===== src/rtl/keypad_pkg.sv =====
// Shared types and helpers for the 4x4 keypad scanner.
package keypad_pkg;
  localparam int NUM_ROWS = 4;
  localparam int NUM_COLS = 4;

  typedef enum logic [1:0] {SCAN, CONFIRM, PRESSED} kp_state_t;

  typedef struct packed {
    logic [1:0] idx;
    logic       valid;
    logic       multi;
  } col_enc_t;

  // Active-low column encode; the lowest-index low column wins.
  function automatic col_enc_t col_encode(input logic [NUM_COLS-1:0] c);
    col_enc_t e;
    int       n;
    e = '0;
    n = 0;
    for (int i = NUM_COLS - 1; i >= 0; i--) begin
      if (!c[i]) begin
        e.idx   = 2'(i);
        e.valid = 1'b1;
        n++;
      end
    end
    e.multi = (n > 1);
    return e;
  endfunction
endpackage


===== src/rtl/col_sync.sv =====
// 2-FF synchroniser for the asynchronous active-low column returns.
import keypad_pkg::*;

module col_sync (
  input  logic                clk,
  input  logic                rst,
  input  logic [NUM_COLS-1:0] d,
  output logic [NUM_COLS-1:0] q
);
  logic [NUM_COLS-1:0] meta;

  always_ff @(posedge clk) begin
    if (rst) begin
      meta <= '1;
      q    <= '1;
    end else begin
      meta <= d;
      q    <= meta;
    end
  end
endmodule


===== src/rtl/keypad_scan.sv =====
// 4x4 active-low keypad scanner with debounce and one-hot key output.
// Define KEYPAD_GHOST_REJECT_EN to treat multi-column samples as "no key".
import keypad_pkg::*;

module keypad_scan #(
  parameter int SCAN_DIV     = 50000,
  parameter int DEBOUNCE_CNT = 20
) (
  input  logic        clk,
  input  logic        rst,
  input  logic [3:0]  col,
  output logic [3:0]  row,
  output logic [15:0] onehot,
  output logic        key_strobe
);
  localparam int DW = (SCAN_DIV > 1) ? $clog2(SCAN_DIV) : 1;
  localparam int CW = $clog2(DEBOUNCE_CNT + 1);
`ifdef KEYPAD_GHOST_REJECT_EN
  localparam bit GHOST = 1'b1;
`else
  localparam bit GHOST = 1'b0;
`endif

  logic [3:0]    col_s;
  logic [DW-1:0] div;
  logic          tick;
  kp_state_t     state, state_nxt;
  logic [1:0]    row_idx, row_idx_nxt;
  logic [3:0]    code, code_nxt;
  logic [CW-1:0] cnt, cnt_nxt, cnt_inc;
  logic [15:0]   onehot_nxt;
  logic          strobe_nxt;
  col_enc_t      enc;
  logic          key_ok, same_col, cap_low;

  col_sync u_sync (.clk(clk), .rst(rst), .d(col), .q(col_s));

  assign tick = (div == DW'(SCAN_DIV - 1));
  assign row  = ~(4'b0001 << row_idx);

  always_ff @(posedge clk) begin
    if (rst) div <= '0;
    else     div <= tick ? '0 : div + 1'b1;
  end

  // Ghost samples look like "no key" in every state when rejection is on.
  assign enc      = col_encode(col_s);
  assign key_ok   = enc.valid & ~(GHOST & enc.multi);
  assign same_col = key_ok & (enc.idx == code[1:0]);
  assign cap_low  = ~col_s[code[1:0]] & ~(GHOST & enc.multi);
  assign cnt_inc  = cnt + 1'b1;

  always_comb begin
    state_nxt   = state;
    row_idx_nxt = row_idx;
    code_nxt    = code;
    cnt_nxt     = cnt;
    onehot_nxt  = onehot;
    strobe_nxt  = 1'b0;
    if (tick) begin
      case (state)
        SCAN: begin
          if (key_ok) begin
            code_nxt = {row_idx, enc.idx};
            if (DEBOUNCE_CNT == 1) begin
              state_nxt  = PRESSED;
              cnt_nxt    = '0;
              onehot_nxt = 16'h0001 << {row_idx, enc.idx};
              strobe_nxt = 1'b1;
            end else begin
              state_nxt = CONFIRM;
              cnt_nxt   = CW'(1);
            end
          end else begin
            row_idx_nxt = row_idx + 1'b1;
          end
        end
        CONFIRM: begin
          if (same_col) begin
            if (cnt_inc == CW'(DEBOUNCE_CNT)) begin
              state_nxt  = PRESSED;
              cnt_nxt    = '0;
              onehot_nxt = 16'h0001 << code;
              strobe_nxt = 1'b1;
            end else begin
              cnt_nxt = cnt_inc;
            end
          end else begin
            state_nxt   = SCAN;
            cnt_nxt     = '0;
            row_idx_nxt = row_idx + 1'b1;
          end
        end
        PRESSED: begin
          if (cap_low) begin
            cnt_nxt = '0;
          end else if (cnt_inc == CW'(DEBOUNCE_CNT)) begin
            state_nxt   = SCAN;
            cnt_nxt     = '0;
            onehot_nxt  = '0;
            row_idx_nxt = row_idx + 1'b1;
          end else begin
            cnt_nxt = cnt_inc;
          end
        end
        default: state_nxt = SCAN;
      endcase
    end
  end

  always_ff @(posedge clk) begin
    if (rst) begin
      state      <= SCAN;
      row_idx    <= '0;
      code       <= '0;
      cnt        <= '0;
      onehot     <= '0;
      key_strobe <= 1'b0;
    end else begin
      state      <= state_nxt;
      row_idx    <= row_idx_nxt;
      code       <= code_nxt;
      cnt        <= cnt_nxt;
      onehot     <= onehot_nxt;
      key_strobe <= strobe_nxt;
    end
  end
endmodule


===== config.mk =====
export PLATFORM = sky130hd
export DESIGN_NAME = keypad_scan
export DESIGN_NICKNAME = d
export VERILOG_FILES = /design/src/rtl/keypad_pkg.sv /design/src/rtl/col_sync.sv /design/src/rtl/keypad_scan.sv
export SDC_FILE = /design/constraint.sdc
export NUM_CORES = 1
export LEC_CHECK = 0
export ABC_CLOCK_PERIOD_IN_PS = 5700
export BUFFER_PORTS_ARGS = -buffer_cell sky130_fd_sc_hd__buf_2
export CORE_MARGIN = 2
export CORE_UTILIZATION = 62
export CTS_BUF_LIST = sky130_fd_sc_hd__clkbuf_4 sky130_fd_sc_hd__clkbuf_8 sky130_fd_sc_hd__clkbuf_16
export CTS_CLUSTER_SIZE = 12
export DETAILED_ROUTE_END_ITERATION = 12
export GPL_TIMING_DRIVEN = 1
export PLACE_DENSITY = 0.84
export SLEW_MARGIN = 20
export SYNTH_ARGS = -nofsm -noshare
export SYNTH_HDL_FRONTEND = slang
export SYNTH_SLANG_ARGS = --single-unit

===== constraint.sdc =====
create_clock -name clk -period 5.7 [get_ports clk]
set_clock_uncertainty 0.15 [all_clocks]
set_input_delay 0.57 -clock clk [delete_from_list [all_inputs] [get_ports clk]]
set_output_delay 0.57 -clock clk [all_outputs]
set_load 0.005 [all_outputs]

* After elaboration in Yosys (flattened, before gate mapping)
Index checks and enable logic that the tools add are counted.
** Storage, ports and cells
- Register bits :: 54
- Bits of input ports :: 6
- Output and inout port bits :: 21
- Word-level logic and storage cells :: 71
** Operators by class
- Add/subtract/negate cells :: 3
- Order comparisons :: 1
- Eq/ne operators :: 13
- Shift operators :: 2
- Muxes and demuxes :: 28
- Bitwise gates (word level) :: 5
- Reductions and logical operators :: 10
** Operators with widths (count)
- $mux 16 :: 4
- $pmux 16 s2 :: 1
- $mux 5 :: 4
- $mux 2 :: 9
- $add 16x1->16 const B :: 1
- $eq 16x16->1 const B :: 1
- $shl 1x4->16 const A :: 1
- $pmux 5 s3 :: 1
- $ne 2x2->1 const B :: 7
- $mux 3 :: 4
- $pmux 2 s3 :: 2
- $reduce_and 6->1 :: 2
- $reduce_and 3->1 :: 2
- $add 5x1->5 const B :: 1
- $eq 5x5->1 const B :: 1
- $reduce_and 5->1 :: 1
- $not 4->4 :: 1
- $reduce_or 4->1 :: 1
- $shl 1x2->4 const A :: 1
- $lt 2x3->1 const B :: 1
- $ne 3x3->1 const B :: 1
- $not 1->1 :: 3
- $reduce_bool 3->1 :: 1
- $add 2x1->2 const B :: 1
- 9 further kinds :: 10

* Depth between registers and ports, before layout
- Depth in word-level cells :: 8
- Gate-level depth with buffers :: 10
- Depth with buffers taken out :: 8

* Cells and area by module
Synthesis repeated with hierarchy kept, for this count alone.
** Unflattened totals
- Cell total of the unflattened synthesis :: 283
- Area total of the unflattened synthesis :: 2433.6 um^2
** Modules (own cells, without submodules)
- keypad_scan :: instances 1, cells an instance 267, area an instance 2223.4 um^2, sequential area each 920.9 um^2
- col_sync :: instances 1, cells an instance 16, area an instance 210.2 um^2, sequential area each 160.2 um^2

* Least setup slack after synthesis
No wires, ideal clock.
- Kind :: register -> register
- Start :: register div[0]
- End :: register onehot[12]
- Setup time :: 0.070 ns
- Arrival time :: 2.215 ns
- Data required time :: 5.480 ns
- Setup slack :: 3.264 ns
- Cell stages (with the launch flop) :: 9
- Buffers on the path :: 1
- Clock period less this slack :: 2.436 ns
- Cell sequence :: dfxtp_1 > ha_1 > and3_4 > and2_2 > nand4_4 > a2111o_1 > buf_2 > or4_1 > a21oi_1
** Between the ends
- Word-level cells in the longest chain between the ends :: 2
** RTL lines
- start, declared :: line keypad_scan.sv:25 : logic [DW-1:0] div;
- start signal, assigned :: line keypad_scan.sv:43 : else div <= tick ? '0 : div + 1'b1;
- $eq 16x16->1 :: line keypad_scan.sv:38 : assign tick = (div == DW'(SCAN_DIV - 1));
- $reduce_and 6->1 (no line)
- end signal, assigned :: line keypad_scan.sv:124 : onehot <= onehot_nxt;
- end, declared :: line keypad_scan.sv:13 : output logic [15:0] onehot,
No other way between the ends.
A chain may end at the register's enable or synchronous reset.

* Worst setup path after layout
- Start :: register div[0]
- End :: register onehot[0]
The elaborated chain is that of the path after synthesis.

==> results.yml <==
global_routing:
  antenna_found_initial: 0
  grt_pass1_vias: 1838
  grt_use_total_pct: 23.3
  grt_max_degree: 42
  grt_pass1_wl_um: 8060
  overflow: 0
floorplan:
  core_area_um2: 3740
  ios: 27
  die_w_um: 67.3
  die_y_um: 67.3
  start_util_pct: 66.3
  dieArea_um2: 4530
  num_rows: 22
critical_path:
  r2r_end: "onehot[0]$_SDFFE_PP0P_"
  critical_path_buf_inv_count: 0
  cp_cell_sequence: "ha_1 -> and3_4 -> and2_2 -> nand4_4 -> a2111o_1 -> or4_1 -> a21oi_1"
  required_ns: 5.78
  start_kind: "flip-flop"
  worstSetupEndpointType: "flip-flop"
  r2r_cells: 7
  r2r-start: "div[0]$_SDFF_PP0_"
  r2r_setup_slack_ns: 2.82
  worst-path-max-fanout: 32
  critPathMaxStageDelay_ns: 0.74
  arrival_ns: 2.97
  worst-setup-path-type: "flip-flop to flip-flop"
  cp_top_family: "simple AND/OR/NAND/NOR gates"
  slowest_stage: "a2111o_1"
cts:
  post_cts.repair.setup_buffers: 0
  cts_resized: 0
  clk-insertion-delay-late_ns: 0.30
  htreeDepth: 2
  cts_tree: "built"
  cts_buffers: 5
  clock-sinks: 54
  cts_hold_buf: 0
  clk_pin_slew_ns: 0.09
  root_buffer: "clkbuf_8"
  cts_max_path_buffers: 2
drt:
  via_count: 1974
  detail_route.wl_per_cell_um: 13.0
  drt-pass1-iter-count: 4
  drc: 0
  first_iter_violations: 120
  postRouteAntennaNets: 0
  vias_per_cell: 5.54
  wl_um: 4620
synth:
  ys.flop_type: "dfxtp_1"
  ys_top_cells_by_count: "dfxtp_1 (54), nor2_1 (32), nand2_1 (30)"
  yosysMostFrequentCell: "dfxtp_1"
  synth_top_area_share_pct: 43.5
  synthArstFlopShare_pct: 0
  yosysWarnings: 0
  synth-edff-count: 0
  avgSynthCellArea_um2: 8.71
  ys_ff_latch: 54
  synthTopCellsByArea: "dfxtp_1 (44%), ha_1 (5.0%), a21oi_1 (4.8%)"
  synth_area_um2: 2480
  synth.yosys.seq_area_share_pct: 43.5
  yosysTopAreaCell: "dfxtp_1"
  syn_inst: 285
  synth_cell_type_count: 44
  syn_nets: 301
finish:
  final_util_pct: 72.8
  nNetsFinal: 323
  finalInstanceArea_um2: 2720
  final_layout_size_suffix_gt1_share_pct: 15.9
  n_fill_cell: 286
  num_antenna_cells: 0
  syn2layout_area_growth_pct: 9.73
status:
  outcome: "completed"
sta:
  hold_violations: 0
  final.period_utilization_pct: 50.6
  min_period_ns: 2.88
  finalWorstSetupSlack_ns: 2.82
  timing.fmax_ghz: 0.347
  tns_ns: 0
  hold_ws_ns: 0.265
  finalMaxSlewViolations: 0
  relSlewSlack_pct: 40.3
  setup_viol: 0
  rsz0062_at_grt: "false"
  worst_pin_slew_ns: 0.884
job:
  maxCapViolations: 0
placed_design:
  place_area_um2: 2630
  dp_hpwl_um: 3280
  place.gp.congestion: 0.810
  port_buffers: 26
  place_ws_ns: 2.83
hold_path:
  min_from: "u_sync.meta[1]$_SDFF_PP1_"
  worstHoldPathCells: 1
  holdPathEnd: "u_sync.q[1]$_SDFF_PP1_"
  hold_path_class: "flip-flop to flip-flop"
power_and_ir_drop:
  p_leak_uw: 0.00101
  powerDensity_nw_per_um2: 230
  vdd_ir_drop_max_mv: 0.200
-- stage by stage --
stage	power, uW	std cells
global placement	412	348
finish	627	356
global route	646	356
detailed placement	413	348
CTS	628	356
floorplan	408	285
-- cells in the final DEF (no fill, tap or decap), types with 2 or more instances in the layout --
cell type,Yosys,routed
o21ai_0,2,2
nand2b_1,5,5
nor3_1,4,4
or3_1,13,13
nand4_1,4,4
nand3_1,14,14
and2_1,3,3
clkbuf_8,0,6
nand2_1,30,30
nor2_1,32,32
a211o_1,2,2
a21oi_1,24,24
xor2_1,6,6
xnor2_1,9,9
ha_1,10,10
or2_2,8,8
nor4bb_1,2,2
nor3b_1,2,2
or4_1,5,5
dfxtp_1,54,54
mux2i_1,6,6
and3_1,3,3
buf_2,2,26
inv_1,16,16
-- logic make-up after synthesis --
kind of cell | after synthesis | share of synthesized area (%)
simple gates | 135 | 29.7
flops | 54 | 43.5
compound gates | 37 | 8.92
buf+inv | 27 | 4.18
xor+xnor | 15 | 5.29
fa+ha+maj | 10 | 5.04
mux | 7 | 3.33
-- power by group --
group	switching [uW]	total, uW	internal (uW)
clock network	120	223	103
registers	3.31	385	381
logic	11.4	19.5	8.02
-- registers in the layout (all words and copies together) (netlist names), 2 cells and up --
register,count
u_sync.meta,4
div,16
u_sync.q,4
state,2
onehot,16
code,4
cnt,5
row_idx,2
-- final cells by class --
class / instances / area (um^2) / share of cell area [%]
clock inverter: 1 / 5.00 / 0.184
sequential: 54 / 1080 / 39.7
multi-input combinational: 204 / 1300 / 47.6
timing repair buffer: 26 / 130 / 4.78
clock buffer: 7 / 90.1 / 3.31
tap: 48 / 60.1 / 2.20
inverter: 16 / 60.1 / 2.20
-- metal layers --
layer | GRT usage (%) | wire length [um]
met4 | 7.65 | 40
met5 | 0 | 0
met2 | 38.5 | 2190
met1 | 30.0 | 2220
met3 | 5.67 | 161
-- worst max path at each step --
| stage | from | to | cells past startpoint |
|---|---|---|---|
| detailed placement | div[0]$_SDFF_PP0_ | onehot[0]$_SDFFE_PP0P_ | 7 |
| finish | div[0]$_SDFF_PP0_ | onehot[0]$_SDFFE_PP0P_ | 7 |
| global placement | div[0]$_SDFF_PP0_ | onehot[12]$_SDFFE_PP0P_ | 7 |
| floorplan | div[0]$_SDFF_PP0_ | onehot[12]$_SDFFE_PP0P_ | 8 |
| CTS | div[0]$_SDFF_PP0_ | onehot[0]$_SDFFE_PP0P_ | 7 |
| global route | div[0]$_SDFF_PP0_ | onehot[0]$_SDFFE_PP0P_ | 7 |
-- worst reg2reg max path: cells and delay by family (launching register included) --
family	cells	cell delay, ns
AOI/OAI and AO/OA	2	0.91
DFF	1	0.39
and+or+nand+nor	4	1.14
adders and majority gates	1	0.23
Power figures use the tool's default switching activity.
